===== src/rtl/deflate_bit_packer_if.sv =====
// Handshake bundle between the Huffman encoders, the bit packer and the word consumer.
// The packer uses the slave modport; the producer/consumer side uses master.
interface deflate_bit_packer_if #(
    parameter int unsigned IN_WIDTH  = 24,
    parameter int unsigned OUT_WIDTH = 32
);
    logic                 code_valid_in;
    logic                 code_ready_out;
    logic [IN_WIDTH-1:0]  code_in;
    logic [4:0]           code_len_in;
    logic                 flush_in;
    logic                 out_valid;
    logic                 out_ready_in;
    logic [OUT_WIDTH-1:0] out_data;
    logic                 out_last;
    logic [2:0]           out_nbytes;
    logic                 flush_done_out;

    modport master (
        output code_valid_in, code_in, code_len_in, flush_in, out_ready_in,
        input  code_ready_out, out_valid, out_data, out_last, out_nbytes, flush_done_out
    );

    modport slave (
        input  code_valid_in, code_in, code_len_in, flush_in, out_ready_in,
        output code_ready_out, out_valid, out_data, out_last, out_nbytes, flush_done_out
    );
endinterface


===== src/rtl/deflate_bit_packer.sv =====
// Concatenates LSB-first variable-length codes into a DEFLATE bitstream of fixed-width words.
// Flush zero-pads the tail word, marks it last and reports its byte count.
module deflate_bit_packer #(
    parameter int unsigned IN_WIDTH  = 24,
    parameter int unsigned OUT_WIDTH = 32,
    parameter int unsigned BUF_WIDTH = 64
) (
    input logic             clk,
    input logic             rst_n,
    deflate_bit_packer_if.slave bus
);
    localparam int unsigned FILL_W = 7;
    localparam logic [FILL_W-1:0] OUT_FILL = FILL_W'(OUT_WIDTH);
    localparam logic [FILL_W-1:0] ACC_MAX  = FILL_W'(BUF_WIDTH - IN_WIDTH);
    localparam logic [FILL_W-1:0] BYTE_RND = FILL_W'(7);

    typedef enum logic [1:0] {PACK, FLUSH, DONE} state_t;

    state_t               state_q, state_d;
    logic [BUF_WIDTH-1:0] acc_q, acc_d, acc_base, code_masked;
    logic [FILL_W-1:0]    fill_q, fill_d, fill_base;
    logic                 ready, valid, last, accept, pop;

    // Everything visible outside is decoded from state and fill only.
    assign ready  = (state_q == PACK) && (fill_q <= ACC_MAX);
    assign valid  = ((state_q == PACK) && (fill_q >= OUT_FILL)) ||
                    ((state_q == FLUSH) && (fill_q != '0));
    assign last   = (state_q == FLUSH) && (fill_q <= OUT_FILL);
    assign accept = bus.code_valid_in && ready;
    assign pop    = valid && bus.out_ready_in;

    assign code_masked = BUF_WIDTH'(bus.code_in) &
                         ((BUF_WIDTH'(1) << bus.code_len_in) - BUF_WIDTH'(1));

    assign bus.code_ready_out = ready;
    assign bus.out_valid      = valid;
    assign bus.out_data       = acc_q[OUT_WIDTH-1:0];
    assign bus.out_last       = last;
    assign bus.out_nbytes     = last ? 3'((fill_q + BYTE_RND) >> 3) : 3'(OUT_WIDTH / 8);
    assign bus.flush_done_out = (state_q == DONE);

    // Shift out a popped word first so a same-cycle append lands below the old fill.
    always_comb begin
        state_d   = state_q;
        acc_base  = acc_q;
        fill_base = fill_q;
        if (pop) begin
            acc_base  = acc_q >> OUT_WIDTH;
            fill_base = (fill_q > OUT_FILL) ? fill_q - OUT_FILL : '0;
        end
        acc_d  = acc_base;
        fill_d = fill_base;
        if (accept) begin
            acc_d  = acc_base | (code_masked << fill_base);
            fill_d = fill_base + FILL_W'(bus.code_len_in);
        end
        case (state_q)
            PACK:    if (bus.flush_in) state_d = (fill_d == '0) ? DONE : FLUSH;
            FLUSH:   if (pop && last) state_d = DONE;
            DONE: begin
                state_d = PACK;
                acc_d   = '0;
                fill_d  = '0;
            end
            default: state_d = PACK;
        endcase
    end

    always_ff @(posedge clk) begin
        if (!rst_n) begin
            state_q <= PACK;
            acc_q   <= '0;
            fill_q  <= '0;
        end else begin
            state_q <= state_d;
            acc_q   <= acc_d;
            fill_q  <= fill_d;
        end
    end
endmodule


===== src/flat_wrapper.sv =====
// flat-port wrapper written by rule: the top's interface ports become plain ports
module deflate_bit_packer_flat 
#(
    parameter int unsigned IN_WIDTH  = 24,
    parameter int unsigned OUT_WIDTH = 32,
    parameter int unsigned BUF_WIDTH = 64
)
  (clk, rst_n, bus_code_valid_in, bus_code_in, bus_code_len_in, bus_flush_in, bus_out_ready_in, bus_code_ready_out, bus_out_valid, bus_out_data, bus_out_last, bus_out_nbytes, bus_flush_done_out);
  deflate_bit_packer_if #(.IN_WIDTH(IN_WIDTH), .OUT_WIDTH(OUT_WIDTH)) bus_i ();
  input logic clk;
  input logic rst_n;
  input wire logic [$bits(bus_i.code_valid_in)-1:0] bus_code_valid_in;
  input wire logic [$bits(bus_i.code_in)-1:0] bus_code_in;
  input wire logic [$bits(bus_i.code_len_in)-1:0] bus_code_len_in;
  input wire logic [$bits(bus_i.flush_in)-1:0] bus_flush_in;
  input wire logic [$bits(bus_i.out_ready_in)-1:0] bus_out_ready_in;
  output wire logic [$bits(bus_i.code_ready_out)-1:0] bus_code_ready_out;
  output wire logic [$bits(bus_i.out_valid)-1:0] bus_out_valid;
  output wire logic [$bits(bus_i.out_data)-1:0] bus_out_data;
  output wire logic [$bits(bus_i.out_last)-1:0] bus_out_last;
  output wire logic [$bits(bus_i.out_nbytes)-1:0] bus_out_nbytes;
  output wire logic [$bits(bus_i.flush_done_out)-1:0] bus_flush_done_out;
  assign bus_i.code_valid_in = bus_code_valid_in;
  assign bus_i.code_in = bus_code_in;
  assign bus_i.code_len_in = bus_code_len_in;
  assign bus_i.flush_in = bus_flush_in;
  assign bus_i.out_ready_in = bus_out_ready_in;
  assign bus_code_ready_out = bus_i.code_ready_out;
  assign bus_out_valid = bus_i.out_valid;
  assign bus_out_data = bus_i.out_data;
  assign bus_out_last = bus_i.out_last;
  assign bus_out_nbytes = bus_i.out_nbytes;
  assign bus_flush_done_out = bus_i.flush_done_out;
  deflate_bit_packer #(.IN_WIDTH(IN_WIDTH), .OUT_WIDTH(OUT_WIDTH), .BUF_WIDTH(BUF_WIDTH)) u_core (.clk(clk), .rst_n(rst_n), .bus(bus_i));
endmodule

===== config.mk =====
export PLATFORM = sky130hd
export DESIGN_NAME = deflate_bit_packer_flat
export DESIGN_NICKNAME = d
export VERILOG_FILES = /design/src/rtl/deflate_bit_packer_if.sv /design/src/rtl/deflate_bit_packer.sv /design/src/flat_wrapper.sv
export SDC_FILE = /design/constraint.sdc
export NUM_CORES = 1
export LEC_CHECK = 0
export ABC_AREA = 1
export BUFFER_PORTS_ARGS = -buffer_cell sky130_fd_sc_hd__buf_4
export CAP_MARGIN = 20
export CORE_MARGIN = 8
export CORE_UTILIZATION = 60
export CTS_CLUSTER_DIAMETER = 100
export DETAILED_ROUTE_END_ITERATION = 8
export PLACE_DENSITY = 0.82
export RECOVER_POWER = 25
export SLEW_MARGIN = 10
export SYNTH_ARGS = -nofsm -noshare
export SYNTH_HDL_FRONTEND = slang
export SYNTH_SLANG_ARGS = --single-unit

===== constraint.sdc =====
create_clock -name clk -period 7.57 [get_ports clk]
set_input_delay 1.514 -clock clk [delete_from_list [all_inputs] [get_ports clk]]
set_output_delay 1.514 -clock clk [all_outputs]
set_load 0.05 [all_outputs]

# Word-level counts from Yosys, hierarchy flattened
# Index checks and enable logic that the tools add are counted.
# op_classes
addsub	4
reduce_logical	13
eq_ne	4
mux	10
n_bitwise	3
n_lt_le_gt_ge	4
n_shift	2
# ops
op	n
64-bit two-way mux	2
24-bit by 64-bit bitwise AND with 64-bit output	1
64-bit OR	1
1-bit by 5-bit << shifter with 64-bit output, first input constant	1
64-bit by 7-bit << shifter with 64-bit output	1
64-bit by 1-bit subtractor with 64-bit output, second input constant	1
7-bit two-way mux	3
7-bit by 6-bit less-or-equal comparator with 1-bit output, second input constant	2
7-bit by 5-bit adder with 7-bit output	1
7-bit by 6-bit >= comparator with 1-bit output, second input constant	1
7-bit by 6-bit > comparator with 1-bit output, second input constant	1
1-bit logical AND	7
7-bit logical NOT	1
7-bit nonzero test	1
7-bit by 6-bit subtractor with 7-bit output, second input constant	1
6-bit by 3-bit adder with 6-bit output, second input constant	1
2-bit two-way mux	3
2-bit != test, second input constant	2
2-bit one-hot mux with 2 select lines	1
3-bit two-way mux	1
2-bit by 1-bit equality test with 1-bit output, second input constant	1
2-bit equality test, second input constant	1
2-bit logical NOT	1
2-bit AND reduction	1
3 further kinds	3
# word_totals
inputBits	34
wordCells	43
output_inout_bits	39
register_bits	73

# Logic depth before layout (Yosys ltp)
# Gate-level depths: netlist of the first run.
# depth
ltp_word	11
mapped_depth	21
ltp_nobuf	19

# Worst setup path before layout of the first run
# Ideal clock, no wire load.
# synth_timing
path_type	input to register
start	input port bus_out_ready_in
end	register u_core.state_q[1]
cell_stages	15
path_slack_ns	3.979
n_path_buf	2
arrival_time_ns	3.521
path_cell_list	nand3_4 nand2_1 inv_1 buf_2 buf_2 ha_1 nand3_1 nand3_1 xor2_1 o21ai_0 nand2_1 nor2_1 nand4_1 nand2b_1 a21oi_1
# synth_between
elab_chain_cells	8
# synth_lines
element	line	rtl
from (decl)	flat_wrapper.sv:16	input wire logic [$bits(bus_i.out_ready_in)-1:0] bus_out_ready_in;
1-bit logical AND (*)	deflate_bit_packer.sv:30	assign pop = valid && bus.out_ready_in;
7-bit two-way mux	deflate_bit_packer.sv:47	if (pop) begin
7-bit by 5-bit adder with 7-bit output	deflate_bit_packer.sv:55	fill_d = fill_base + FILL_W'(bus.code_len_in);
7-bit two-way mux	deflate_bit_packer.sv:53	if (accept) begin
7-bit logical NOT	deflate_bit_packer.sv:58	PACK: if (bus.flush_in) state_d = (fill_d == '0) ? DONE : FLUSH;
2-bit two-way mux (2 in series)	deflate_bit_packer.sv:58	
2-bit one-hot mux with 2 select lines	deflate_bit_packer.sv:57	case (state_q)
to (signal assigned)	deflate_bit_packer.sv:75	state_q <= state_d;
to (decl)	deflate_bit_packer.sv:19	state_t state_q, state_d;
# Every way passes the cells marked *; elsewhere a longest branch is shown, timed or not. The select of a mux whose other input is x is not followed.
# A chain may end at the register's enable or synchronous reset.

# Final worst setup path of the first run
# Same ends and word-level chain as after synthesis.

==> metrics.yaml, run 1 <==
status: "finished, final reports clean"
cts-resized-gates: 0
wl_per_cell_um: 16.0
clkSinkCount: 73
totalWireLength_mm: 18.4
maxCapViolations: 0
cp-end-kind: "flip-flop"
use_met1: 0.357
viasPerCell: 5.88
initialDrtViolationCount: 911
busiest_layer: "met2"
antenna_found_initial: 0
start_util: 0.619
setup_tns_ns: 0
clk_path_buf_depth: 2
max_freq_ghz: 0.232
worstPathArrival_ns: 4.60
final_cell_mix: "347 x nand2_1, 188 x nand3_1, 73 x dfxtp_1, 56 x a21oi_1, 52 x nor2_1"
cts_hold_buf: 0
cp_cell_sequence: "buf_4 > nand3_4 > nand2_1 > inv_2 > ha_1 > a21oi_1 > nand2_1 > nand2_1 > nand2_1 > a21oi_1 > nor2_1 > xnor2_1 > nand4_1 > nand2b_1 > a21oi_1"
synth.avg_cell_area_um2: 6.03
yosysSeqAreaShare: 0.241
synth_cells: 1008
critical_path.max_fanout: 29
setup_viol: 0
hp-class: "reg -> reg"
die_w_um: 117
clk_latency_ns: 0.35
cts.reportedPaths.clkPinSlew_ns: 0.09
grtUsageMet2: 0.436
grt_pass1_vias: 6068
relSlewSlack: 0.368
die_h_um: 117
drv_slew: 0
final_hold_viol_count: 0
leakagePower_nw: 2.93
synth_cell_types: 45
synth.cell_area_um2: 6070
powerDensity_nw_per_um2: 377
grt_max_degree: 68
ios: 73
crit_path_start_kind: "input pin"
numCtsBuffers: 9
finalCritPeriodShare: 0.570
yosysWarnings: 0
worst_ep_required_time_ns: 7.85
reg2reg_slack_ns: 3.64
setup_slack_ns: 3.25
hold_ws_ns: 0.468
overflow: 0
placed_area_um2: 6320
cpMaxStageDelayCell: "nand2_1"
path_class: "in -> reg"
finClkSkew_ns: 0.00640
place_ws_ns: 2.93
finalInstanceArea_um2: 6450
hpwlAfterDp_mm: 14.0
grt.total_usage: 0.275
tightest_slew_ns: 0.945
crit_path_frequent_cell: "nand2_1"
fin_nets: 1052
cts_tree: "done"
antenna_cells: 0
routabilityCongestion: 0.976
drive_gt1_frac: 0.118
firstDrtPassIters: 6
drc: 0
cts_htree_levels: 3
slowest_delay_ns: 0.73
coreArea_um2: 9820
layout_commonest_cell: "nand2_1"
row_count: 36
cts_root_buf: "clkbuf_8"
ant_nets: 0
fin_crit_ns: 4.32
syn_to_final_growth_pct: 6.18
grt_use_met3: 0.0615
vias: 6753
grt_pass1_wl_mm: 29.7
io_buffers: 72
cts_setup_buffers: 0
rsz0062_at_grt: "no"
synthesis.nets: 1049
die-area_um2: 13600
ir_drop_uv: 189
synth.ff_latch_count: 73
worst paths after layout:
kind | start | depth (start not counted) | to
worst min register to register | u_core.acc_q[33] | 2 | u_core.acc_q[33]
worst max-delay path | bus_out_ready_in | 15 | u_core.state_q[1]
worst min-delay path | u_core.acc_q[33] | 2 | u_core.acc_q[33]
worst max register to register | u_core.fill_q[2] | 18 | u_core.state_q[1]
synthesized netlist by cell type:
master	n	share of area
or2_0	1	0.0010
and3_1	1	0.0010
nor2_2	10	0.010
or2_1	1	0.0010
inv_4	1	0.0010
or2_2	1	0.0010
o21ai_2	5	0.0072
nand2_4	1	0.0019
mux2i_1	16	0.026
xor2_1	3	0.0043
buf_2	19	0.016
nand4_2	1	0.0021
nand3_1	188	0.15
nand4_1	20	0.021
nor4_2	2	0.0041
inv_2	13	0.0080
buf_1	2	0.0012
and2_1	1	0.0010
inv_1	38	0.023
o211ai_1	6	0.0074
clkbuf_1	24	0.015
a31oi_1	21	0.022
nor2_1	53	0.033
fa_1	1	0.0033
o21ai_0	7	0.0058
nand3_4	4	0.012
nor2_4	4	0.0074
nand3b_1	1	0.0012
a21oi_1	56	0.046
clkinv_1	2	0.0012
buf_4	38	0.047
ha_1	6	0.012
nand4_4	1	0.0035
dfxtp_1	73	0.24
a21boi_1	1	0.0012
o21ai_1	20	0.016
nand2b_1	1	0.0010
xnor2_1	1	0.0014
buf_6	4	0.0074
nand3_2	3	0.0049
nor3_1	3	0.0025
o21a_1	1	0.0012
nand2_2	5	0.0051
nand2_1	347	0.21
a21boi_0	1	0.0012
critical path: cells and delay by family:
family | cells | cell delay, ns
and+or+nand+nor | 8 | 1.43
AOI/OAI and AO/OA | 3 | 0.39
buffers and inverters | 2 | 0.56
adders and majority gates | 1 | 0.48
xor gates and xnor gates | 1 | 0.21
power breakdown:
group          switching, mW  internal, mW
logic                   1.16         0.400
clock network          0.163         0.187
registers             0.0512         0.469
total                   1.37          1.06
area by class of cell:
type | instances | area, µm²
multi-input cells | 794 | 3900
fillers | 975 | 3370
flip-flops and latches | 73 | 1460
repair buffers | 79 | 500
inverters | 54 | 205
well taps | 133 | 166
clock buffers | 10 | 128
clock inverters | 6 | 90.1
layer usage:
layer	vias to the layer above	wire length, µm	part of all wire
met5	-	0	0
met4	0	586	0.032
met3	51	1720	0.093
met2	299	8270	0.45
met1	3058	7860	0.43
li1	3345	-	-
sequential cells by signal, indices dropped and copies added (netlist names):
| name | cells |
|---|---|
| u_core.acc_q | 64 |
| u_core.fill_q | 7 |
| u_core.state_q | 2 |
stage by stage:
| stage | instances | util | power, mW |
|---|---|---|---|
| after detailed placement | 1132 | 0.643 | 2.09 |
| after CTS | 1148 | 0.666 | 2.44 |
| after global routing | 1149 | 0.657 | 2.59 |
| after floorplan | 1008 | - | 1.79 |
| after global placement | 1132 | 0.643 | 2.08 |
| final | 1149 | 0.657 | 2.43 |
logic make-up (layout without fill, tap and decap cells):
logic type               after synthesis  count (layout)  synth area share
AO/OA/AOI/OAI                        118             118             0.108
XOR/XNOR                               4               4           0.00577
adder cells (fa/ha/maj)                7               7            0.0157
buffers and inverters                141             149             0.120
flip-flops                            73              73             0.241
multiplexers                          16              16            0.0264
AND/OR/NAND/NOR                      649             649             0.483
Note: power is estimated with default switching activity, not from simulation.
==> inputs of run 2 (changes only) <==
--- a/config.mk
+++ b/config.mk
@@ -5,7 +5,7 @@
 export SDC_FILE = /design/constraint.sdc
 export NUM_CORES = 1
 export LEC_CHECK = 0
-export ABC_AREA = 1
+export ABC_AREA = 0
 export BUFFER_PORTS_ARGS = -buffer_cell sky130_fd_sc_hd__buf_4
 export CAP_MARGIN = 20
 export CORE_MARGIN = 8
==> constraint.sdc (replaced) <==
create_clock -name clk -period 4.35 [get_ports clk]
set_input_delay 0.87 -clock clk [delete_from_list [all_inputs] [get_ports clk]]
set_output_delay 0.87 -clock clk [all_outputs]
set_load 0.05 [all_outputs]
==> metrics.yaml, run 2 <==
firstDrtPassIters: 6
hp-class: "reg -> reg"
drc: 0
synth.avg_cell_area_um2: 7.38
async_reset_ff_frac: 0
synth.cell_area_um2: 6200
cts_htree_levels: 3
reg.largest.list: "u_core.acc_q: 64 flops, u_core.fill_q: 7 flops, u_core.state_q: 2 flops"
synth.ff_latch_count: 73
multi_input_area_um2: 4100
finalInstanceArea_um2: 6740
drv_slew: 0
yosysTopAreaCell: "dfxtp_1"
cp_top_family: "compound AO/OA/AOI/OAI gates"
layout_commonest_cell: "nand2_1"
synth_cells: 840
syn_to_final_growth_pct: 8.63
grt_use_met3: 0.0801
placed_area_um2: 6600
clk_latency_ns: 0.35
cp-end-kind: "flip-flop"
cts_tree: "done"
cp_cell_sequence: "buf_4 > nor4_1 > nand2_1 > ha_1 > nand2_1 > o21ai_0 > o31ai_1 > a211oi_1 > o31ai_2 > nand2_1 > a31o_1 > a22o_1"
synth_top_area_frac: 0.236
ir_drop_uv: 549
use_met1: 0.410
busiest_layer: "met2"
overflow: 0
largest_register_ffs: 64
ant_nets: 0
antenna_found_initial: 0
clkSinkCount: 73
fillerInstances: 887
grt_max_degree: 37
synthesis.nets: 881
grt_pass1_wl_mm: 35.9
critical_path.max_fanout: 19
finClkSkew_ns: 0.00755
vias: 7064
cts_hold_buf: 0
synth_commonest_cells: "138 x nand2_1, 73 x dfxtp_1, 73 x nor2_1, 49 x a21oi_1, 40 x o21ai_0"
crit_buf_inv: 1
grt_pass1_vias: 6733
setup_tns_ns: 0
setup_viol: 0
die_w_um: 118
fin_nets: 899
cts.reportedPaths.clkPinSlew_ns: 0.08
synth_cell_types: 90
final_hold_viol_count: 0
max_freq_ghz: 0.259
final_cell_mix: "138 x nand2_1, 81 x buf_4, 73 x nor2_1, 73 x dfxtp_1, 49 x a21oi_1"
top_register: "u_core.acc_q"
routabilityCongestion: 0.980
yosysWarnings: 0
numCtsBuffers: 9
slowest_delay_ns: 0.59
status: "finished, final reports clean"
antenna_cells: 0
initialDrtViolationCount: 1010
ios: 73
finalPower_mw: 4.86
coreArea_um2: 10200
worst_ep_required_time_ns: 4.60
cts_root_buf: "clkbuf_8"
yosys-top-cells-area: "dfxtp_1 24%, nand2_1 8.4%, buf_4 4.5%"
cts-resized-gates: 0
fin_crit_ns: 3.86
place_inst: 983
stdcell_count: 999
worstPathArrival_ns: 4.11
ys.flop_type: "dfxtp_1"
powerDensity_nw_per_um2: 721
hpwlAfterDp_mm: 16.6
io_buffers: 72
path_class: "in -> reg"
leakagePower_nw: 2.48
ff_latch_area_um2: 1460
drive_gt1_frac: 0.160
die_h_um: 118
start_util: 0.609
rsz0062_at_grt: "no"
grtUsageMet2: 0.481
die-area_um2: 13800
finalCritPeriodShare: 0.888
yosysSeqAreaShare: 0.236
synth_edf_count: 0
viasPerCell: 7.07
crit_path_start_kind: "input pin"
synth.most_common_cell: "nand2_1"
tightest_slew_ns: 0.877
cts_setup_buffers: 0
totalWireLength_mm: 22.2
relSlewSlack: 0.413
cpMaxStageDelayCell: "o31ai_1"
row_count: 37
grt.total_usage: 0.312
clk_path_buf_depth: 2
wl_per_cell_um: 22.3
crit_path_frequent_cell: "nand2_1"
maxCapViolations: 0
==> run 2: stage by stage <==
| stage | hold slack, ns | util | worst slack, ns |
|---|---|---|---|
| after CTS | 0.464 | 0.672 | 0.589 |
| after global routing | 0.488 | 0.662 | 0.259 |
| after global placement | 0.437 | 0.648 | 0.252 |
| after detailed placement | 0.453 | 0.648 | 0.238 |
| final | 0.470 | 0.662 | 0.488 |
| after floorplan | 0.425 | - | 0.386 |
==> run 2: worst register-to-register path: cells and delay by family (launching register included) <==
family | cells | cell delay (ns)
simple gates | 4 | 1.35
xor+xnor | 1 | 0.16
compound gates | 4 | 0.76
flops | 1 | 0.51
fa+ha+maj | 2 | 0.60
buf+inv | 1 | 0.06
==> run 2: cell families (layout without fill, tap and decap cells) <==
kind of cell | count (synthesis) | count (layout) | share of synthesized area
AND/OR/NAND/NOR | 305 | 305 | 0.222
AO/OA/AOI/OAI | 309 | 309 | 0.371
XOR/XNOR | 5 | 5 | 0.00706
multiplexers | 25 | 25 | 0.0430
adder cells (fa/ha/maj) | 7 | 7 | 0.0153
buffers and inverters | 116 | 139 | 0.106
flip-flops | 73 | 73 | 0.236
==> run 2: per-layer routing <==
metal / share of wire / vias up
met5: 0 / -
met4: 0.035 / 0
met3: 0.11 / 83
met2: 0.44 / 438
met1: 0.41 / 3385
li1: - / 3158
==> run 2: final cells by class <==
cell class	instances	area share
Clock buffer	10	0.0189
Clock inverter	6	0.0171
Inverter	14	0.00780
Multi-Input combinational cell	651	0.608
Sequential cell	73	0.217
Tap cell	136	0.0253
Timing Repair Buffer	109	0.106
==> run 2: final timing paths <==
kind	endpoint	start	slack (ns)	cells after the start
max	u_core.acc_q[63]	bus_code_len_in[0]	0.49	12
min	u_core.acc_q[57]	u_core.acc_q[57]	0.47	2
max reg2reg	u_core.state_q[0]	u_core.state_q[0]	0.81	12
min reg2reg	u_core.acc_q[57]	u_core.acc_q[57]	0.47	2
==> run 2: where the power goes <==
| part | internal (mW) | switching (mW) | total, mW |
|---|---|---|---|
| registers | 0.830 | 0.142 | 0.972 |
| clock network | 0.385 | 0.285 | 0.670 |
| logic | 0.920 | 2.30 | 3.22 |
| total | 2.13 | 2.72 | 4.86 |
